$ cat src/rtl/tile_pkg.sv
// tile_pkg: shared constants and types for the brick/tile map.
//   Screen/tile geometry, default-level band, row word type,
//   write-FSM state enum and the default-level row generator.
package tile_pkg;

    localparam int TILE_W     = 32;
    localparam int TILE_H     = 16;
    localparam int COLS       = 20;
    localparam int ROWS       = 30;
    localparam int H_VIS      = 640;
    localparam int V_VIS      = 480;
    localparam int V_TOTAL    = 525;
    localparam int INIT_FIRST = 2;
    localparam int INIT_LAST  = 7;

    localparam int ROW_AW = 5;
    localparam int TX_SH  = $clog2(TILE_W);
    localparam int TY_SH  = $clog2(TILE_H);
    localparam int CNT_W  = 10;

    // Sized copies so comparisons against 10/5-bit signals stay width-clean.
    localparam logic [9:0]        H_VIS_X    = 10'(H_VIS);
    localparam logic [9:0]        V_VIS_Y    = 10'(V_VIS);
    localparam logic [9:0]        V_LAST_Y   = 10'(V_TOTAL - 1);
    localparam logic [ROW_AW-1:0] ROW_LIM    = ROW_AW'(ROWS);
    localparam logic [ROW_AW-1:0] COL_LIM    = ROW_AW'(COLS);
    localparam logic [ROW_AW-1:0] ROW_LAST   = ROW_AW'(ROWS - 1);
    localparam logic [CNT_W-1:0]  INIT_COUNT = CNT_W'((INIT_LAST - INIT_FIRST + 1) * COLS);

    typedef logic [COLS-1:0] row_t;

    typedef enum logic [1:0] {IDLE, RD, WR} wr_state_t;

    // Row word of the default level: a solid band of bricks, empty elsewhere.
    function automatic row_t init_row_word(input logic [ROW_AW-1:0] r);
        logic in_band;
        in_band = (int'(r) >= INIT_FIRST) && (int'(r) <= INIT_LAST);
        return {COLS{in_band}};
    endfunction

endpackage

$ cat src/rtl/tile_row_ram.sv
// tile_row_ram: single-port ROWS x row_t store, one full row per access.
//   clk_i/rst_i : clock, async active-high clear of every row
//   en_i        : access this cycle
//   we_i        : 1 = write wdata_i to addr_i, 0 = read addr_i
//   rdata_o     : registered read data, valid the cycle after a read
module tile_row_ram
    import tile_pkg::*;
(
    input  logic              clk_i,
    input  logic              rst_i,
    input  logic              en_i,
    input  logic              we_i,
    input  logic [ROW_AW-1:0] addr_i,
    input  row_t              wdata_i,
    output row_t              rdata_o
);

    row_t mem_q [ROWS];
    row_t rdata_q;

    always_ff @(posedge clk_i or posedge rst_i) begin
        if (rst_i) begin
            for (int i = 0; i < ROWS; i++) mem_q[i] <= '0;
            rdata_q <= '0;
        end else if (en_i) begin
            if (we_i) mem_q[addr_i] <= wdata_i;
            else      rdata_q       <= mem_q[addr_i];
        end
    end

    assign rdata_o = rdata_q;

endmodule

$ cat src/rtl/tile_map_controller.sv
// tile_map_controller: owns the tile map and drives per-pixel tile_on.
//   Clk, Reset        : pixel clock, async active-high reset
//   DrawX, DrawY      : current scan position
//   wr_req/row/col/val: game-logic single-tile write, held until wr_ack
//   wr_ack            : write committed this cycle (one-cycle pulse)
//   init_req, busy    : default-level load request / load in progress
//   tile_on           : tile present at (DrawX, DrawY)
//   tiles_left        : number of set tiles in the map
// The row store port goes to the line fetch first, then the init
// sequencer, then the read-modify-write of the write FSM.
module tile_map_controller
    import tile_pkg::*;
(
    input  logic        Clk,
    input  logic        Reset,
    input  logic [9:0]  DrawX,
    input  logic [9:0]  DrawY,
    input  logic        wr_req,
    input  logic [4:0]  wr_row,
    input  logic [4:0]  wr_col,
    input  logic        wr_val,
    output logic        wr_ack,
    input  logic        init_req,
    output logic        busy,
    output logic        tile_on,
    output logic [9:0]  tiles_left
);

    wr_state_t         state_q, state_d;
    logic              fetch, fetch_vis;
    logic [9:0]        next_y;
    logic              fetch_q, fetch_vis_q;
    row_t              line_buf_q;
    logic              line_valid_q;
    logic              rd_done_q;
    row_t              hold_q, row_cur, new_row;
    logic              old_bit, wr_in_range;
    logic              busy_q, busy_d;
    logic [ROW_AW-1:0] init_row_q, init_row_d;
    logic              init_pend_q, init_pend_d;
    logic              start_init, init_step, init_done;
    logic [CNT_W-1:0]  tiles_q, tiles_d;
    logic              ram_en, ram_we;
    logic [ROW_AW-1:0] ram_addr;
    row_t              ram_wdata, ram_rdata;

    tile_row_ram u_ram (
        .clk_i   (Clk),
        .rst_i   (Reset),
        .en_i    (ram_en),
        .we_i    (ram_we),
        .addr_i  (ram_addr),
        .wdata_i (ram_wdata),
        .rdata_o (ram_rdata)
    );

    // ---------------- display line fetch ----------------
    assign fetch     = (DrawX == H_VIS_X);
    assign next_y    = (DrawY == V_LAST_Y) ? '0 : DrawY + 10'd1;
    assign fetch_vis = (next_y < V_VIS_Y);

    // Read data arrives the cycle after the fetch; latching then (still in
    // horizontal blanking) keeps the visible line tear-free.
    always_ff @(posedge Clk or posedge Reset) begin
        if (Reset) begin
            fetch_q      <= 1'b0;
            fetch_vis_q  <= 1'b0;
            line_buf_q   <= '0;
            line_valid_q <= 1'b0;
        end else begin
            fetch_q     <= fetch;
            fetch_vis_q <= fetch && fetch_vis;
            if (fetch_q) begin
                line_valid_q <= fetch_vis_q;
                if (fetch_vis_q) line_buf_q <= ram_rdata;
            end
        end
    end

    assign tile_on = line_valid_q && (DrawX < H_VIS_X) && (DrawY < V_VIS_Y)
                     && line_buf_q[DrawX[9:TX_SH]];

    // ---------------- port arbitration ----------------
    always_comb begin
        ram_en    = 1'b0;
        ram_we    = 1'b0;
        ram_addr  = '0;
        ram_wdata = '0;
        if (fetch) begin
            ram_en   = fetch_vis;
            ram_addr = ROW_AW'(next_y >> TY_SH);
        end else if (busy_q) begin
            ram_en    = 1'b1;
            ram_we    = 1'b1;
            ram_addr  = init_row_q;
            ram_wdata = init_row_word(init_row_q);
        end else if (state_q == RD) begin
            ram_en   = wr_in_range;
            ram_addr = wr_row;
        end else if (state_q == WR) begin
            ram_en    = wr_in_range;
            ram_we    = wr_in_range;
            ram_addr  = wr_row;
            ram_wdata = new_row;
        end
    end

    // ---------------- init sequencer ----------------
    // A request seen while a write is mid-flight is parked in init_pend_q
    // and launched once the FSM is back in IDLE; requests during busy drop.
    always_comb begin
        start_init  = (init_req || init_pend_q) && !busy_q && (state_q == IDLE);
        init_pend_d = (init_req || init_pend_q) && !busy_q && !start_init;
        init_step   = busy_q && !fetch;
        init_done   = init_step && (init_row_q == ROW_LAST);
        busy_d      = busy_q;
        init_row_d  = init_row_q;
        if (start_init) begin
            busy_d     = 1'b1;
            init_row_d = '0;
        end else if (init_step) begin
            init_row_d = init_row_q + 5'd1;
            if (init_done) busy_d = 1'b0;
        end
    end

    // ---------------- write FSM ----------------
    always_ff @(posedge Clk or posedge Reset) begin
        if (Reset) state_q <= IDLE;
        else       state_q <= state_d;
    end

    always_comb begin
        state_d = state_q;
        unique case (state_q)
            IDLE:    if (wr_req && !busy_q && !start_init) state_d = RD;
            RD:      if (!fetch) state_d = WR;
            WR:      if (!fetch) state_d = IDLE;
            default: state_d = IDLE;
        endcase
    end

    always_comb begin
        wr_ack = (state_q == WR) && !fetch;
    end

    assign wr_in_range = (wr_row < ROW_LIM) && (wr_col < COL_LIM);

    // Read data is only on the RAM output the cycle after RD; a fetch that
    // stalls WR overwrites it, so later WR cycles use the held copy.
    always_comb begin
        row_cur = rd_done_q ? ram_rdata : hold_q;
        new_row = row_cur;
        old_bit = 1'b0;
        if (wr_col < COL_LIM) begin
            old_bit         = row_cur[wr_col];
            new_row[wr_col] = wr_val;
        end
    end

    always_comb begin
        tiles_d = tiles_q;
        if (init_done) begin
            tiles_d = INIT_COUNT;
        end else if (wr_ack && wr_in_range) begin
            if (!old_bit && wr_val)      tiles_d = tiles_q + 10'd1;
            else if (old_bit && !wr_val) tiles_d = tiles_q - 10'd1;
        end
    end

    always_ff @(posedge Clk or posedge Reset) begin
        if (Reset) begin
            busy_q      <= 1'b0;
            init_row_q  <= '0;
            init_pend_q <= 1'b0;
            tiles_q     <= '0;
            rd_done_q   <= 1'b0;
            hold_q      <= '0;
        end else begin
            busy_q      <= busy_d;
            init_row_q  <= init_row_d;
            init_pend_q <= init_pend_d;
            tiles_q     <= tiles_d;
            rd_done_q   <= (state_q == RD) && !fetch;
            if (state_q == WR) hold_q <= row_cur;
        end
    end

    assign busy       = busy_q;
    assign tiles_left = tiles_q;

endmodule

$ cat config.mk
export PLATFORM = sky130hd
export DESIGN_NAME = tile_map_controller
export DESIGN_NICKNAME = d
export VERILOG_FILES = /design/src/rtl/tile_pkg.sv /design/src/rtl/tile_row_ram.sv /design/src/rtl/tile_map_controller.sv
export SDC_FILE = /design/constraint.sdc
export NUM_CORES = 2
export LEC_CHECK = 0
export ABC_AREA = 1
export CAP_MARGIN = 40
export CORE_ASPECT_RATIO = 0.75
export CORE_MARGIN = 1
export CORE_UTILIZATION = 46
export DETAILED_ROUTE_END_ITERATION = 8
export HOLD_SLACK_MARGIN = 0.03
export PLACE_DENSITY = 0.71
export SLEW_MARGIN = 0
export SYNTH_ARGS = -nofsm -noshare
export SYNTH_HDL_FRONTEND = slang
export SYNTH_SLANG_ARGS = --single-unit
$ cat constraint.sdc
create_clock -name Clk -period 62.7 [get_ports Clk]
set_input_delay 12.54 -clock Clk [delete_from_list [all_inputs] [get_ports Clk]]
set_output_delay 12.54 -clock Clk [all_outputs]
set_load 0.01 [all_outputs]
==> metrics.cfg <==
[setup_path]
reg2reg_slack_ns = 57.54
cp_num_buf_inv = 3
cp-startpoint = DrawX[5]
rr_worst_depth = 14
cp_common_cell = clkdlybuf4s50_1
timing.rr.start = busy
crit_slowest_cell = clkdlybuf4s50_1
end_kind = output pin
rr_endpoint = u_ram.mem_q[500]
crit_end = tile_on
arrival_ns = 14.77
cp_max_fo = 11
worst-setup-path-type = in -> out
cp_top_family = buffers and inverters
path_depth = 9
cp_data_required_time_ns = 50.16
path_cells = clkdlybuf4s50_1 > inv_1 > o21ai_0 > o221ai_1 > o211ai_1 > nand3_1 > nand2_1 > a211oi_1 > clkdlybuf4s50_1
startpoint_type = input pin
worst_path_largest_cell_delay_ns = 0.58

[synth]
synth_area_um2 = 33630
synth-main-ff-cell = dfrtp_1
async_flop_share_pct = 100.0
synth_area_leaders = dfrtp_1 51%, nand2_1 21%, o21ai_0 7.0%
synth_compound_area_share_pct = 11.57
yosys.area_share.simple_pct = 31.16
synthCells = 4585
synth_fa_ha_area_share_pct = 0.4688
synthXorXnorAreaFrac_pct = 0.1302
postSynthAreaPerCell_um2 = 7.335
synth_warnings = 0
syn-num-nets = 4632
ys_types = 37
yosysMostFrequentCell = nand2_1
ys_top_cells_by_count = 1,890 x nand2_1, 683 x dfrtp_1, 470 x o21ai_0
ys_ff_latch = 683
synth_top_family_by_area = simple AND/OR/NAND/NOR gates
yosysTopAreaCellShare_pct = 50.82
synth_edf_count = 0
muxShareOfSynthArea_pct = 0.3014
ys_seq_area_share_pct = 50.82
yosysTopAreaCell = dfrtp_1

[worst_hold_path]
hp-class = reg -> reg

[clock_network]
cts_tree = done
cts-resized-gates = 0
worstSkewPairLatency_ns = 0.62
cts_inserted_buffers = 66
htreeDepth = 3
cts_sinks = 683
hold_buffers = 0
clockBufferDepth = 3
clk_pin_slew_ns = 0.07
root_buffer = clkbuf_16
cts_setup_buffers = 0

[placed_design]
place_congestion = 0.9320
port_buffers = 47
place_ws_ns = 35.41
dp_hpwl_mm = 61.04

[global_routing]
grtUsageTotal_pct = 27.75
overflow = 0
grt_pass1_vias = 27510
antenna_found_initial = 2
grt_pass1_wl_mm = 160.9
grt_max_degree = 177

[cells_and_area]
sequential_cell_area_um2 = 17090
area_delta_synth_final_pct = 9.666
num-nets-final = 4476
antenna_cells = 0
fillCellCount = 6980
drive_gt1_share_pct = 5.409
multi_input_area_um2 = 14760

[routing]
postRouteAntennaNets = 0
first_iter_violations = 3913
firstDrtPassIters = 6
via_per_inst = 5.515
vias = 29950
wl_per_cell_um = 18.83
drt_wl_total_mm = 102.3
drc = 0

[sta]
setup_slack_ns = 35.39
slew_headroom_pct = 27.41
rsz0062_at_grt = false
report.final.slew_viol_count = 0
finalCritPeriodShare_pct = 43.56
worstMarginPinSlew_ns = 1.089
fmax_ghz = 0.03661
hold_viol = 0
fin_crit_ns = 27.31
setup_viol = 0
fin_worst_skew_ns = 0.01739
tns_ns = 0

[die]
fp.dieH_um = 236.2
core_um2 = 72000
start_util_pct = 46.71
die_area_um2 = 74210
row_count = 85
die_x_um = 314.2
io_pins = 48

[power_and_ir_drop]
combPwrFrac_pct = 45.4
pwr-share-seq_pct = 35.2
p_int_w = 0.001118
netSwitchingFraction_pct = 45.89
p_sw_w = 0.0009487
power.leakage_nw = 18.39
powerDensity_nw_per_um2 = 56.05
p_clk_share_pct = 19.4
vdd_drop_max_uv = 39.84

[flow_run]
cap_violations = 0

[outcome]
status = complete, no violations

## logic make-up (layout without fill, tap and decap cells)
| kind of cell | after synthesis | count (layout) |
|---|---|---|
| AND/OR/NAND/NOR | 2653 | 2653 |
| AO/OA/AOI/OAI | 763 | 763 |
| flip-flops | 683 | 683 |
| buffers and inverters | 460 | 349 |
| adder cells (fa/ha/maj) | 12 | 12 |
| multiplexers | 9 | 9 |
| XOR/XNOR | 5 | 5 |
## worst register-to-register path: cells and delay by family, from the launching register on
kind	cells	cell delay (ns)
flops	1	0.83
buf+inv	6	2.78
simple gates	5	1.11
compound gates	3	0.31
## cells in the final DEF (no fill, tap or decap), types with 3 or more instances in the layout
master | synthesis | routed
nand2_1 | 1890 | 1884
o21bai_1 | 4 | 4
o21ai_0 | 470 | 462
nor3_1 | 22 | 22
nand4_1 | 11 | 11
o211ai_1 | 3 | 3
dfrtp_1 | 683 | 683
nand3_1 | 342 | 342
buf_12 | 0 | 4
clkdlybuf4s50_1 | 0 | 47
ha_1 | 11 | 11
mux2_2 | 9 | 9
nor2_2 | 8 | 19
nor2_1 | 375 | 364
o21a_1 | 3 | 3
inv_1 | 92 | 91
xor2_1 | 3 | 3
clkinv_2 | 0 | 9
nand2_2 | 0 | 3
o21ai_1 | 20 | 21
nand2_4 | 0 | 3
a21oi_1 | 245 | 245
inv_2 | 12 | 11
buf_16 | 0 | 7
o21ai_2 | 1 | 8
clkbuf_8 | 0 | 14
o22ai_1 | 5 | 5
buf_4 | 0 | 73
clkbuf_1 | 236 | 15
clkbuf_16 | 0 | 71
## layer usage
layer / routed length, µm / track usage [%]
met1: 46130 / 40.89
met2: 42330 / 38.87
met3: 11540 / 8.915
met4: 2280 / 7.509
met5: 13 / 0
## registers in the layout (all words and copies together), names as in the netlist
| register | count |
|---|---|
| fetch_q | 1 |
| line_valid_q | 1 |
| u_ram.mem_q | 600 |
| init_row_q | 5 |
| init_pend_q | 1 |
| rd_done_q | 1 |
| tiles_left | 10 |
| u_ram.rdata_o | 20 |
| hold_q | 20 |
| state_q | 2 |
| fetch_vis_q | 1 |
| busy | 1 |
| line_buf_q | 20 |
## power by group through the flow
stage               sequential [W]  clock, W  combinational [W]
global route              0.000749  0.000423            0.00104
floorplan                 0.000711         0           0.000621
CTS                       0.000724  0.000406           0.000918
finish                    0.000728  0.000401           0.000938
detailed placement        0.000731         0           0.000913
global placement          0.000726         0           0.000893
## final cells by class
class                   count  area share [%]
clock buffers             100           5.493
clock inverters            13          0.2714
inverters                 104           1.092
multi-input cells        3442           40.01
flip-flops and latches    683           46.34
well taps                 957           3.247
repair buffers            132           3.542
## metrics by stage
stage / instances / area (µm²) / hold slack [ns] / power [W] / util, %
2_1_floorplan: 4585 / 33630 / 0.4354 / 0.001332 / -
3_3_place_gp: 5310 / 34550 / 0.4409 / 0.001618 / 47.98
3_5_place_dp: 5318 / 34750 / 0.4680 / 0.001643 / 48.27
4_1_cts: 5431 / 36880 / 0.4663 / 0.002048 / 51.22
5_1_grt: 5431 / 36880 / 0.4946 / 0.002210 / 51.22
6_report: 5431 / 36880 / 0.4629 / 0.002067 / 51.22
## worst min-delay path by stage
stage	from	depth (start not counted)	slack, ns	endpoint
floorplan	fetch_q	1	0.44	line_valid_q
global placement	fetch_q	1	0.44	line_valid_q
detailed placement	hold_q[10]	2	0.47	hold_q[10]
CTS	fetch_q	1	0.47	line_valid_q
global route	fetch_q	1	0.49	line_valid_q
finish	fetch_q	1	0.46	line_valid_q
No activity file was read; power rests on OpenSTA's default activity.
